===== src/rtl/if_id_stage.sv =====
// Fetch-to-decode pipeline register with a two-entry skid buffer. It splits the
// MAIN instruction into MIPS fields and selects the immediate extension mode.
module if_id_stage #(
  parameter int PC_W  = 32,
  parameter int CNT_W = 16
) (
  input  logic              clk,
  input  logic              rst_n,
  input  logic              flush,
  input  logic              in_valid,
  output logic              in_ready,
  input  logic [31:0]       in_instr,
  input  logic [PC_W-1:0]   in_pc,
  output logic              out_valid,
  input  logic              out_ready,
  output logic [31:0]       out_instr,
  output logic [PC_W-1:0]   out_pc,
  output logic [PC_W-1:0]   out_pc4,
  output logic [4:0]        out_rs,
  output logic [4:0]        out_rt,
  output logic [4:0]        out_rd,
  output logic [4:0]        out_shamt,
  output logic [5:0]        out_funct,
  output logic [15:0]       out_imm16,
  output logic              ext_signed,
  output logic [CNT_W-1:0]  stall_cnt,
  output logic [1:0]        dbg_state
);

  // Handshake: a word transfers on a rising edge where valid and ready are both 1;
  // valid never depends on ready, and the payload is stable while valid waits.
  typedef enum logic [1:0] {
    EMPTY = 2'd0,
    ONE   = 2'd1,
    FULL  = 2'd2
  } state_t;

  state_t state_q, state_d;

  logic [31:0]      main_instr_q, main_instr_d;
  logic [PC_W-1:0]  main_pc_q, main_pc_d;
  logic [31:0]      skid_instr_q, skid_instr_d;
  logic [PC_W-1:0]  skid_pc_q, skid_pc_d;
  logic [CNT_W-1:0] stall_cnt_q, stall_cnt_d;

  logic accept;
  logic consume;
  logic load_main_in;
  logic load_main_skid;
  logic load_skid;

  assign in_ready  = (state_q != FULL) & ~flush & rst_n;
  assign out_valid = (state_q != EMPTY);
  assign accept    = in_valid & in_ready;
  assign consume   = out_valid & out_ready;
  assign dbg_state = state_q;

  // Flush wins over everything and leaves the data registers untouched.
  always_comb begin
    state_d        = state_q;
    load_main_in   = 1'b0;
    load_main_skid = 1'b0;
    load_skid      = 1'b0;
    if (flush) begin
      state_d = EMPTY;
    end else begin
      case (state_q)
        EMPTY: begin
          if (accept) begin
            state_d      = ONE;
            load_main_in = 1'b1;
          end
        end
        ONE: begin
          if (accept && consume) begin
            load_main_in = 1'b1;
          end else if (accept) begin
            state_d   = FULL;
            load_skid = 1'b1;
          end else if (consume) begin
            state_d = EMPTY;
          end
        end
        FULL: begin
          if (consume) begin
            state_d        = ONE;
            load_main_skid = 1'b1;
          end
        end
        default: state_d = EMPTY;
      endcase
    end
  end

  always_comb begin
    main_instr_d = main_instr_q;
    main_pc_d    = main_pc_q;
    skid_instr_d = skid_instr_q;
    skid_pc_d    = skid_pc_q;
    if (load_main_in) begin
      main_instr_d = in_instr;
      main_pc_d    = in_pc;
    end else if (load_main_skid) begin
      main_instr_d = skid_instr_q;
      main_pc_d    = skid_pc_q;
    end
    if (load_skid) begin
      skid_instr_d = in_instr;
      skid_pc_d    = in_pc;
    end
  end

  // Saturating count of back-pressured cycles; flush does not clear it.
  always_comb begin
    stall_cnt_d = stall_cnt_q;
    if (out_valid && !out_ready && (stall_cnt_q != {CNT_W{1'b1}})) begin
      stall_cnt_d = stall_cnt_q + 1'b1;
    end
  end

  always_ff @(posedge clk or negedge rst_n) begin
    if (!rst_n) begin
      state_q      <= EMPTY;
      main_instr_q <= '0;
      main_pc_q    <= '0;
      skid_instr_q <= '0;
      skid_pc_q    <= '0;
      stall_cnt_q  <= '0;
    end else begin
      state_q      <= state_d;
      main_instr_q <= main_instr_d;
      main_pc_q    <= main_pc_d;
      skid_instr_q <= skid_instr_d;
      skid_pc_q    <= skid_pc_d;
      stall_cnt_q  <= stall_cnt_d;
    end
  end

  assign out_instr = main_instr_q;
  assign out_pc    = main_pc_q;
  assign out_pc4   = main_pc_q + PC_W'(4);
  assign out_rs    = main_instr_q[25:21];
  assign out_rt    = main_instr_q[20:16];
  assign out_rd    = main_instr_q[15:11];
  assign out_shamt = main_instr_q[10:6];
  assign out_funct = main_instr_q[5:0];
  assign out_imm16 = main_instr_q[15:0];
  assign stall_cnt = stall_cnt_q;

  // Branches, arithmetic immediates, slti/sltiu and loads/stores sign-extend;
  // logical immediates and lui zero-extend.
  always_comb begin
    ext_signed = 1'b0;
    case (main_instr_q[31:26])
      6'h01, 6'h04, 6'h05, 6'h06, 6'h07, 6'h08, 6'h09, 6'h0A, 6'h0B,
      6'h20, 6'h21, 6'h23, 6'h24, 6'h25, 6'h28, 6'h29, 6'h2B: ext_signed = 1'b1;
      default: ext_signed = 1'b0;
    endcase
  end

endmodule

===== config.mk =====
export PLATFORM = sky130hd
export DESIGN_NAME = if_id_stage
export DESIGN_NICKNAME = d
export VERILOG_FILES = /design/src/rtl/if_id_stage.sv
export SDC_FILE = /design/constraint.sdc
export NUM_CORES = 1
export LEC_CHECK = 0
export ABC_CLOCK_PERIOD_IN_PS = 4900
export CAP_MARGIN = 30
export CORE_MARGIN = 2
export CORE_UTILIZATION = 36
export DETAILED_ROUTE_END_ITERATION = 6
export GPL_TIMING_DRIVEN = 0
export PLACE_DENSITY = 0.65
export SLEW_MARGIN = 10
export SYNTH_ARGS = -nofsm -noshare
export SYNTH_HDL_FRONTEND = slang
export SYNTH_SLANG_ARGS = --single-unit

===== constraint.sdc =====
create_clock -name clk -period 4.9 [get_ports clk]
set_input_delay 1.225 -clock clk [delete_from_list [all_inputs] [get_ports clk]]
set_output_delay 1.225 -clock clk [all_outputs]
set_load 0.02 [all_outputs]

# == Word-level counts from Yosys, hierarchy flattened ==
# Memory sizes are Yosys's and may differ from the RTL's.
# Cells that the tools add are included.
# classes
bitwise,5
mux,21
n_reduce_logical,8
eq_ne,8
n_addsub,2
# ops
cell,n
32-bit 2-to-1 mux,4
32-bit by 3-bit adder with 32-bit output (second input constant),1
16-bit by 1-bit adder with 16-bit output (second input constant),1
16-bit != test (second input constant),1
2-bit 2-to-1 mux,6
1-bit 2-to-1 mux,9
3-bit != test (second input constant),3
2-bit case mux with 3 select lines,1
1-bit AND,4
4-bit != test (second input constant),1
4-bit AND reduction,1
2-bit nonzero test,2
1-bit logical AND,3
2-bit by 1-bit == test with 1-bit output (second input constant),1
2-bit == test (second input constant),1
2-bit zero test,1
2-bit != test (second input constant),1
1-bit case mux with 2 select lines,1
1-bit zero test,1
1-bit NOT,1
# totals
rom_bits,64
output_inout_bits,159
register_bits,146
input_bits,69
n_memories,1
# memory_table
memory,words,word_bits,read_ports,rd_clocked_by_memory_dff,write_ports,line,rtl
(no name shown),64,1,1,0,0,154,case (main_instr_q[31:26])

# == Depth between registers and ports, before layout ==
# Gate-level depths: netlist of run 1.
# logic_depth
depth_word,9
depth_mapped,6

# == Worst setup path before layout of run 1 ==
# Ideal clock, no wire load.
# synth_timing
kind,reg2out
startpoint,register main_pc_q[2] (netlist: out_pc[2])
endpoint,output port out_pc4[30]
setup_slack_ns,1.447
arrival_ns,2.228
stages_incl_launch_ff,6
cell_sequence,dfrtp_1 ha_1 nand4_1 nor4_1 nand4_1 xnor2_1
# synth_between
elab_chain_cells,1
# synth_lines
item,line,rtl
from (decl),41,"logic [PC_W-1:0] main_pc_q, main_pc_d;"
from (signal assigned),132,main_pc_q <= main_pc_d;
32-bit by 3-bit adder with 32-bit output,141,assign out_pc4 = main_pc_q + PC_W'(4);
to (decl),18,"output logic [PC_W-1:0] out_pc4,"
# No other way between the ends.

# == Worst setup path in the final report of run 1 ==
# layout_timing
startpoint,register main_pc_q[3] (netlist: out_pc[3])
endpoint,output port out_pc4[30]
# Same word-level chain as after synthesis.

==> flow_summary.json, run 1 <==
{
  "die-area_sq_mm": 0.0201,
  "ys_top_cells_by_area": "dfrtp_1 (53%), mux2_2 (11%), nand2_1 (8.0%), a22oi_1 (7.0%), buf_4 (4.8%)",
  "finalCritPeriodShare": 0.903,
  "p_clk_frac": 0.311,
  "timing.max_cap.violations": 0,
  "hold_depth": 2,
  "drc_errors": 0,
  "via_count": 5565,
  "cts_tree": "built",
  "layout-drive-gt1-share": 0.171,
  "outcome": "finished clean",
  "critPathKind": "reg2out",
  "synth_seq_cells": 146,
  "syn_to_final_growth_pct": 47.0,
  "drtPass1Iterations": 4,
  "fillerInstances": 1715,
  "cts_setup_buffers": 0,
  "timing.critical_path.mode_cell": "nand4_1",
  "clk_path_buf_depth": 2,
  "dp_cells": 1097,
  "synth_top_area_frac": 0.534,
  "cp_max_fo": 7,
  "ff2ff_path_depth": 6,
  "postSynthAreaPerCell_sq_um": 10.8,
  "p_per_area_mw_per_mm2": 421,
  "setup_viol": 0,
  "die_y_microns": 142,
  "insertedDiodeCount": 0,
  "crit_start": "out_pc[3]",
  "nNetsFinal": 954,
  "hold_viol": 0,
  "seqPwrFrac": 0.386,
  "dp_hpwl_mm": 12.3,
  "slew_viol_final": 0,
  "ctsResizeCount": 0,
  "min_delay_worst_endpoint": "out_pc[21]",
  "viasPerCell": 4.92,
  "antenna_left": 0,
  "cts_buffers": 17,
  "cts_hold_buf": 0,
  "path_cells": "ha_1 > nand4_1 > nor4_2 > nand4_1 > xnor2_1 > clkdlybuf4s50_1",
  "r2r_slack_ps": 2560,
  "fmax_mhz": 226,
  "drt-total-wl_mm": 17.4,
  "grt_pass1_wl_mm": 27.6,
  "arrival_ps": 3200,
  "io_pins": 228,
  "portBuffers": 227,
  "insertion_delay_ps": 420,
  "cts-root-buf": "clkbuf_16",
  "core_sq_mm": 0.0187,
  "wl_per_cell_microns": 15.4,
  "slew_headroom": 0.452,
  "place_congestion": 0.808,
  "combPwrFrac": 0.302,
  "fin_crit_ps": 4430,
  "grtUsageTotal": 0.174,
  "timing.rr.start": "dbg_state[1]",
  "grt_start_max_net_pins": 77,
  "layout.cells.non_filler": 1130,
  "initial_utilization": 0.366,
  "crit_path_end_kind": "output pin",
  "syn_inst": 635,
  "crit_required_ps": 3670,
  "dpl-instance-area_sq_mm": 0.00945,
  "syn-num-nets": 706,
  "cp-start-kind": "flop",
  "worst-slew-pin-transition_ps": 815,
  "die_w_microns": 142,
  "rsz0062_at_grt": "false",
  "rows": 50,
  "clk_pin_slew_ps": 60,
  "p_sw_frac": 0.319,
  "worst_r2r_endpoint": "out_pc[11]",
  "internal-power_w": 0.00288,
  "power_switching_w": 0.00135,
  "grt_antenna_before_repair": 1,
  "drtIter0Drc": 209,
  "final.setup_skew_ps": 6.52,
  "slowest_stage": "nor4_2",
  "yosysWarnings": 0,
  "min_from": "skid_pc_q[21]",
  "grt-ovfl-total": 0,
  "yosysTopAreaCell": "dfrtp_1",
  "syn_area_sq_mm": 0.00684,
  "cts_sinks": 146,
  "vdd.ir_drop.worst_mv": 0.287,
  "p_leak_nw": 4.60,
  "critical-path-max-stage-delay_ps": 780,
  "hp-class": "reg2reg",
  "yosysSeqAreaShare": 0.534,
  "synth_cell_types": 37,
  "design_area_sq_mm": 0.0101,
  "grt_pass1_vias": 5140,
  "htreeDepth": 4
}
[synthesized netlist by cell type]
cell type,n
nor2b_1,3
or4_1,1
xnor2_1,19
and3_1,5
a211oi_1,1
or4_4,1
nor3_1,9
nor4_2,1
o22a_1,1
nor2_1,15
a22oi_1,64
a21oi_1,3
nor4bb_1,2
o21ai_0,1
inv_1,6
nand2_1,146
nand4_4,1
buf_4,44
and3b_1,2
nand4_1,14
nand4bb_1,1
clkbuf_1,26
xor2_1,22
nor4_1,8
o21bai_1,2
a31oi_1,3
dfrtp_1,146
and2_1,1
mux2i_1,1
nand3_1,12
or2_2,2
buf_6,1
mux2_2,66
or3_1,1
ha_1,2
nand2b_1,1
nor3b_1,1
[layer usage]
metal / part of all wire / track usage / vias to the layer above
met5: 0 / 0 / -
met4: 0.018 / 0.0574 / 0
met3: 0.045 / 0.0432 / 20
met2: 0.48 / 0.276 / 138
met1: 0.46 / 0.234 / 2737
li1: - / - / 2670
[logic make-up (layout without fill, tap and decap cells)]
family          after synthesis  after routing  share of synthesized area
compound gates               75             75                     0.0805
xor+xnor                     41             41                     0.0525
fa+ha+maj                     2              2                    0.00366
buf+inv                      77            338                     0.0675
flops                       146            146                      0.534
mux                          67             67                      0.110
simple gates                227            227                      0.152
[critical path: cells and delay by family, from the launching register on]
| family | cells | cell delay, ps |
|---|---|---|
| simple gates | 3 | 1190 |
| flops | 1 | 500 |
| xor+xnor | 1 | 180 |
| buf+inv | 1 | 620 |
| fa+ha+maj | 1 | 300 |
[state kept, by name, summed over array words and instances (netlist names)]
name,cells
skid_pc_q,32
dbg_state,2
out_instr,32
out_pc,32
stall_cnt,16
skid_instr_q,32
[placed cells by master (no fill, tap or decap), drive strengths merged, types with 2 or more instances in the layout]
master	synthesis	routed
clkbuf	26	44
nor2b	3	3
bufinv	0	2
nor2	15	15
nor3	9	9
nand3	12	12
a21oi	3	3
or2	2	2
nor4bb	2	2
mux2	66	66
or4	2	2
xnor2	19	19
a31oi	3	3
clkinvlp	0	3
inv	6	13
nand2	146	146
and3	5	5
o21bai	2	2
xor2	22	22
and3b	2	2
clkinv	0	3
nand4	15	15
buf	45	47
ha	2	2
clkdlybuf4s50	0	226
a22oi	64	64
nor4	9	9
dfrtp	146	146
[power groups by stage]
stage / registers (W) / clock network, W / logic, W
after floorplan: 0.00176 / 0 / 0.000530
after global placement: 0.00165 / 0 / 0.00128
after detailed placement: 0.00166 / 0 / 0.00129
after CTS: 0.00164 / 0.00135 / 0.00130
after global routing: 0.00167 / 0.00140 / 0.00137
final: 0.00164 / 0.00132 / 0.00128
[worst max path at each step]
| stage | cells after the start | slack [ps] | endpoint |
|---|---|---|---|
| final | 6 | 470 | out_pc4[30] |
| after global routing | 6 | 240 | out_pc4[20] |
| after CTS | 6 | 430 | out_pc4[30] |
| after detailed placement | 4 | 690 | in_ready |
| after global placement | 4 | -5490 | skid_pc_q[18] |
| after floorplan | 5 | 1450 | out_pc4[30] |
[metrics by stage]
step / util / worst slack, ps / hold slack (ps) / TNS, ps / power (W)
global placement: 0.503 / -5490 / 462 / -1174010 / 0.00293
global route: 0.537 / 237 / 499 / 0 / 0.00444
floorplan: - / 1450 / 456 / 0 / 0.00229
finish: 0.537 / 475 / 477 / 0 / 0.00423
CTS: 0.537 / 430 / 483 / 0 / 0.00428
detailed placement: 0.505 / 687 / 469 / 0 / 0.00295
[final cells by class]
class	count	area, sq um	area share
repair buffers	229	2310	0.230
clock buffers	17	425	0.0423
multi-input cells	412	2740	0.272
flip-flops and latches	146	3650	0.363
plain buffers	71	439	0.0437
well taps	234	293	0.0291
clock inverters	15	171	0.0171
inverters	6	22.5	0.00224
Power figures use the tool's default switching activity.
==> inputs of run 2 (changes only) <==
--- a/config.mk
+++ b/config.mk
@@ -10,9 +10,9 @@
 export CORE_MARGIN = 2
 export CORE_UTILIZATION = 36
 export DETAILED_ROUTE_END_ITERATION = 6
+export DONT_BUFFER_PORTS = 1
 export GPL_TIMING_DRIVEN = 0
-export PLACE_DENSITY = 0.65
-export SLEW_MARGIN = 10
+export SLEW_MARGIN = 30
 export SYNTH_ARGS = -nofsm -noshare
 export SYNTH_HDL_FRONTEND = slang
 export SYNTH_SLANG_ARGS = --single-unit
==> run 2 against run 1 <==
Compared with the run above: count of clock-buffer cells in the layout grew 2; clock skew grew 0.92 ps; non-clock buffer count fell by 228; final cell count decreased by 20%; utilization decreased by 12 points; flip-flop and latch count is the same; die area unchanged; maximum frequency rose by 6.5%; worst hold slack better by 7.1 ps; critical path depth fell by 1; sequential power is 10% higher; critical path type unchanged.
==> flow_summary.json, run 2 (synthesis results as in run 1) <==
{
  "outcome": "finished clean",
  "clk_pin_slew_ps": 60,
  "combPwrFrac": 0.158,
  "utilization": 0.415,
  "insertion_delay_ps": 410,
  "cts_hold_buf": 0,
  "slew_headroom": 0.435,
  "slew_viol_final": 0,
  "min_delay_worst_endpoint": "out_pc[11]",
  "wl_per_cell_microns": 18.6,
  "rows": 50,
  "cp_max_fo": 7,
  "antenna_left": 0,
  "nNetsFinal": 726,
  "cp-start-kind": "flop",
  "slowest_stage": "nor4_2",
  "portBuffers": 0,
  "place_congestion": 0.789,
  "setup_viol": 0,
  "crit_required_ps": 3670,
  "drc_errors": 0,
  "internal-power_w": 0.00250,
  "worst-slew-pin-transition_ps": 847,
  "die_y_microns": 142,
  "min_from": "skid_pc_q[11]",
  "p_sw_frac": 0.331,
  "fin_tns_setup_ps": 0,
  "vdd.ir_drop.worst_mv": 0.248,
  "fin_crit_ps": 4160,
  "die-area_sq_mm": 0.0201,
  "io_pins": 228,
  "hp-class": "reg2reg",
  "arrival_ps": 2930,
  "viasPerCell": 5.34,
  "insertedDiodeCount": 0,
  "finalCritPeriodShare": 0.848,
  "grt_pass1_wl_mm": 25.9,
  "fillerInstances": 1775,
  "core_sq_mm": 0.0187,
  "die_w_microns": 142,
  "layout.cells.non_filler": 902,
  "layout-drive-gt1-share": 0.226,
  "crit_buf_inv": 0,
  "cts_tree": "built",
  "timing.rr.start": "dbg_state[1]",
  "crit_family": "simple AND/OR/NAND/NOR gates",
  "worst_r2r_endpoint": "out_pc[3]",
  "initial_utilization": 0.366,
  "final_cell_mix": "nand2_1 (146), dfrtp_1 (146), mux2_2 (66)",
  "drtPass1Iterations": 6,
  "grt_start_max_net_pins": 151,
  "clk_path_buf_depth": 2,
  "rsz0062_at_grt": "false",
  "ctsResizeCount": 0,
  "cts-root-buf": "clkbuf_16",
  "p_leak_nw": 3.73,
  "timing.critical_path.mode_cell": "nand4_1",
  "grtUsageTotal": 0.166,
  "fmax_mhz": 241,
  "grt_pass1_vias": 4772,
  "critPathKind": "reg2out",
  "power_switching_w": 0.00123,
  "htreeDepth": 4,
  "cts_sinks": 146,
  "critical-path-max-stage-delay_ps": 730,
  "grt_antenna_before_repair": 0,
  "via_count": 4819,
  "timing.max_cap.violations": 0,
  "dp_cells": 870,
  "path_cells": "ha_1 > nand4_1 > nor4_2 > nand4_1 > xnor2_1",
  "crit_path_end_kind": "output pin",
  "drtIter0Drc": 180,
  "r2r_slack_ps": 2330,
  "grt-ovfl-total": 0,
  "seqPwrFrac": 0.485,
  "hold_depth": 2,
  "cts_setup_buffers": 0,
  "final.setup_skew_ps": 7.44,
  "hold_viol": 0,
  "syn_to_final_growth_pct": 13.5,
  "dp_hpwl_mm": 11.8,
  "p_clk_frac": 0.357,
  "p_per_area_mw_per_mm2": 480,
  "drt-total-wl_mm": 16.8,
  "cts_buffers": 17,
  "ff2ff_path_depth": 5
}
[run 2: cell count changes in the layout (fill, tap and decap cells not counted), sizes merged]
cell	previous run	this run
clkdlybuf4s50	226	0
clkbuf	44	45
buf	47	46
bufinv	2	3
clkinv	3	7
inv	13	7
clkinvlp	3	2
[run 2: per-layer routing]
layer	vias to the layer above	part of all wire	global-route usage
met5	-	0	0
met4	0	0.0082	0.0395
met2	174	0.50	0.278
met3	15	0.083	0.0685
li1	2214	-	-
met1	2416	0.41	0.200
[run 2: power groups by stage]
| stage | Sequential [W] | Clock, W | Combinational, W |
|---|---|---|---|
| 2_1_floorplan | 0.00176 | 0 | 0.000530 |
| 5_1_grt | 0.00185 | 0.00143 | 0.000642 |
| 4_1_cts | 0.00181 | 0.00137 | 0.000596 |
| 3_5_place_dp | 0.00183 | 0 | 0.000595 |
| 3_3_place_gp | 0.00182 | 0 | 0.000574 |
| 6_report | 0.00181 | 0.00133 | 0.000589 |
[run 2: final cells by class]
class | instances | area, sq um | share of cell area
flip-flops and latches | 146 | 3650 | 0.470
multi-input cells | 412 | 2740 | 0.353
clock buffers | 19 | 443 | 0.0570
plain buffers | 71 | 439 | 0.0565
well taps | 234 | 293 | 0.0377
clock inverters | 13 | 160 | 0.0206
inverters | 6 | 22.5 | 0.00290
repair buffers | 1 | 11.3 | 0.00145
[run 2: tightest hold or removal path, cell delays in order, from the launching register on]
cell and delay [ps]:
dfrtp_1 330, a22oi_1 70, nand2_1 50
[run 2: stage by stage]
stage	area [sq um]	power, W	setup slack [ps]	hold WS, ps
2_1_floorplan	6840	0.00229	1450	456
3_3_place_gp	7130	0.00239	839	464
3_5_place_dp	7160	0.00243	1140	472
4_1_cts	7760	0.00378	679	478
5_1_grt	7770	0.00392	586	468
6_report	7770	0.00373	745	484
[run 2: how the worst max path moves through the flow]
stage               startpoint           to  cells after the start
global placement     out_pc[2]  out_pc4[30]                      5
global route         out_pc[2]  out_pc4[30]                      5
CTS                  out_pc[2]  out_pc4[30]                      5
detailed placement   out_pc[2]  out_pc4[30]                      5
floorplan            out_pc[2]  out_pc4[30]                      5
finish               out_pc[2]  out_pc4[30]                      5
==> inputs of run 3 (changes only) <==
--- a/config.mk
+++ b/config.mk
@@ -5,7 +5,7 @@
 export SDC_FILE = /design/constraint.sdc
 export NUM_CORES = 1
 export LEC_CHECK = 0
-export ABC_CLOCK_PERIOD_IN_PS = 4900
+export ABC_CLOCK_PERIOD_IN_PS = 3350
 export CAP_MARGIN = 30
 export CORE_MARGIN = 2
 export CORE_UTILIZATION = 36
==> constraint.sdc (replaced) <==
create_clock -name clk -period 3.35 [get_ports clk]
set_input_delay 0.8375 -clock clk [delete_from_list [all_inputs] [get_ports clk]]
set_output_delay 0.8375 -clock clk [all_outputs]
set_load 0.02 [all_outputs]
==> run 3 against run 2 <==
Compared with the run above: clock skew is essentially flat; register-to-register slack lost 1600 ps; global-route usage grew 0.11 points; non-clock buffer count grew 3; first-iteration DRC count grew 14%; highest routed layer unchanged; utilization grew 0.92 points; critical path type unchanged; combinational power grew 49%; setup slack lost 640 ps; total power grew 47%; critical path depth is the same; critical endpoint is now out_pc4[25].
==> flow_summary.json, run 3 (synthesis results as in run 1) <==
{
  "setup_viol": 0,
  "p_total_w": 0.00549,
  "clk_path_buf_depth": 2,
  "fmax_mhz": 308,
  "finalCritPeriodShare": 0.970,
  "layout-drive-gt1-share": 0.271,
  "cp_max_fo": 8,
  "outcome": "finished clean",
  "cts_buffers": 17,
  "crit_start": "out_pc[4]",
  "power_switching_w": 0.00182,
  "r2r_slack_ps": 760,
  "drc_errors": 0,
  "internal-power_w": 0.00367,
  "die-area_sq_mm": 0.0201,
  "multi_input_comb_area_sq_mm": 0.00288,
  "utilization": 0.424,
  "slowest_stage": "or4_4",
  "grt_pass1_vias": 4815,
  "dpl-instance-area_sq_mm": 0.00716,
  "p_clk_frac": 0.355,
  "die_y_microns": 142,
  "arrival_ps": 2410,
  "slew_viol_final": 0,
  "clk_pin_slew_ps": 60,
  "grt_pass1_wl_mm": 26.0,
  "rows": 50,
  "critical-path-max-stage-delay_ps": 560,
  "grt_antenna_before_repair": 0,
  "vdd.ir_drop.worst_mv": 0.363,
  "cp-start-kind": "flop",
  "core_sq_mm": 0.0187,
  "io_pins": 228,
  "crit_path_end_kind": "output pin",
  "drtIter0Drc": 206,
  "final_cell_mix": "nand2_1 (146), dfrtp_1 (133), mux2_2 (66)",
  "final.setup_skew_ps": 7.77,
  "seqPwrFrac": 0.485,
  "viasPerCell": 5.36,
  "combPwrFrac": 0.160,
  "worst-slew-pin-transition_ps": 855,
  "wl_per_cell_microns": 18.8,
  "dp_hpwl_mm": 11.8,
  "fin_crit_ps": 3250,
  "initial_utilization": 0.366,
  "design_area_sq_mm": 0.00794,
  "fin_tns_setup_ps": 0,
  "portBuffers": 0,
  "syn_to_final_growth_pct": 16.1,
  "crit_required_ps": 2510,
  "slew_headroom": 0.430,
  "cts-root-buf": "clkbuf_16",
  "critPathKind": "reg2out",
  "path_cells": "nand3_2 > or4_4 > buf_6 > nor4_2 > xor2_2",
  "grt-ovfl-total": 0,
  "nNetsFinal": 729,
  "timing.max_cap.violations": 0,
  "drtPass1Iterations": 4,
  "drt-total-wl_mm": 17.0,
  "p_sw_frac": 0.331,
  "timing.rr.start": "dbg_state[1]",
  "via_count": 4848,
  "final_common_cell": "nand2_1",
  "place_congestion": 0.789,
  "grtUsageTotal": 0.167,
  "cts_tree": "built",
  "cts_sinks": 146,
  "die_w_microns": 142,
  "fillerInstances": 1745,
  "p_per_area_mw_per_mm2": 692,
  "antenna_left": 0,
  "timing.hold.ws_ps": 115,
  "p_leak_nw": 3.84,
  "grt_start_max_net_pins": 151,
  "insertion_delay_ps": 410,
  "hold_viol": 0,
  "insertedDiodeCount": 0,
  "htreeDepth": 4,
  "hp-class": "in2async",
  "ff_latch_area_sq_mm": 0.00367
}
==> run 3: changes by cell type in the layout (fill, tap and decap cells not counted), moves of 3 or more <==
cell / before / now
dfrtp_2: 0 / 13
xnor2_1: 19 / 11
buf_4: 44 / 47
xor2_1: 22 / 18
nor4_4: 0 / 3
xnor2_2: 0 / 8
xor2_2: 0 / 4
dfrtp_1: 146 / 133
==> run 3: cell type report <==
class,instances,area share
clock inverters,13,0.0202
flip-flops and latches,146,0.462
multi-input cells,412,0.362
clock buffers,19,0.0558
well taps,234,0.0369
inverters,6,0.00284
repair buffers,4,0.00426
plain buffers,71,0.0553
==> run 3: power groups by stage <==
stage / registers (W) / clock network (W) / logic (W)
6_report: 0.00267 / 0.00195 / 0.000880
5_1_grt: 0.00272 / 0.00210 / 0.000957
4_1_cts: 0.00267 / 0.00201 / 0.000884
3_5_place_dp: 0.00268 / 0 / 0.000870
3_3_place_gp: 0.00266 / 0 / 0.000840
2_1_floorplan: 0.00257 / 0 / 0.000776
==> run 3: layer usage <==
| layer | vias up | share of wire | global-route usage |
|---|---|---|---|
| met4 | 0 | 0.0095 | 0.0416 |
| met1 | 2435 | 0.41 | 0.200 |
| li1 | 2219 | - | - |
| met3 | 17 | 0.085 | 0.0685 |
| met5 | - | 0 | 0 |
| met2 | 177 | 0.49 | 0.281 |
==> run 3: what timing repair did <==
action	CTS	global route
endpoints found under the setup margin	14	7
hold buffers	0	0
pin swaps	3	3
buffers inserted	1	2
endpoints found under the hold margin	0	0
gates resized for setup	25	6
==> run 3: final timing paths <==
| path | to | cells past startpoint |
|---|---|---|
| max | out_pc4[25] | 5 |
| min reg2reg | out_pc[24] | 2 |
| max reg2reg | out_pc[3] | 5 |
| min in group clk | out_pc[24] | 2 |
| min | out_pc[17] | 0 |
| max in group asynchronous | out_instr[5] | 0 |
==> run 3: worst max-delay path, delay by kind of cell, from the launching register on <==
kind	cells	cell delay (ps)
xor gates and xnor gates	1	290
and+or+nand+nor	3	1010
buffers and inverters	1	160
DFF	1	540
==> run 3: through the flow <==
| step | setup WS [ps] | cells |
|---|---|---|
| after floorplan | 285 | 635 |
| after global placement | -323 | 869 |
| after detailed placement | -26.5 | 870 |
| after CTS | 18.4 | 903 |
| after global routing | -1.30 | 905 |
| final | 102 | 905 |
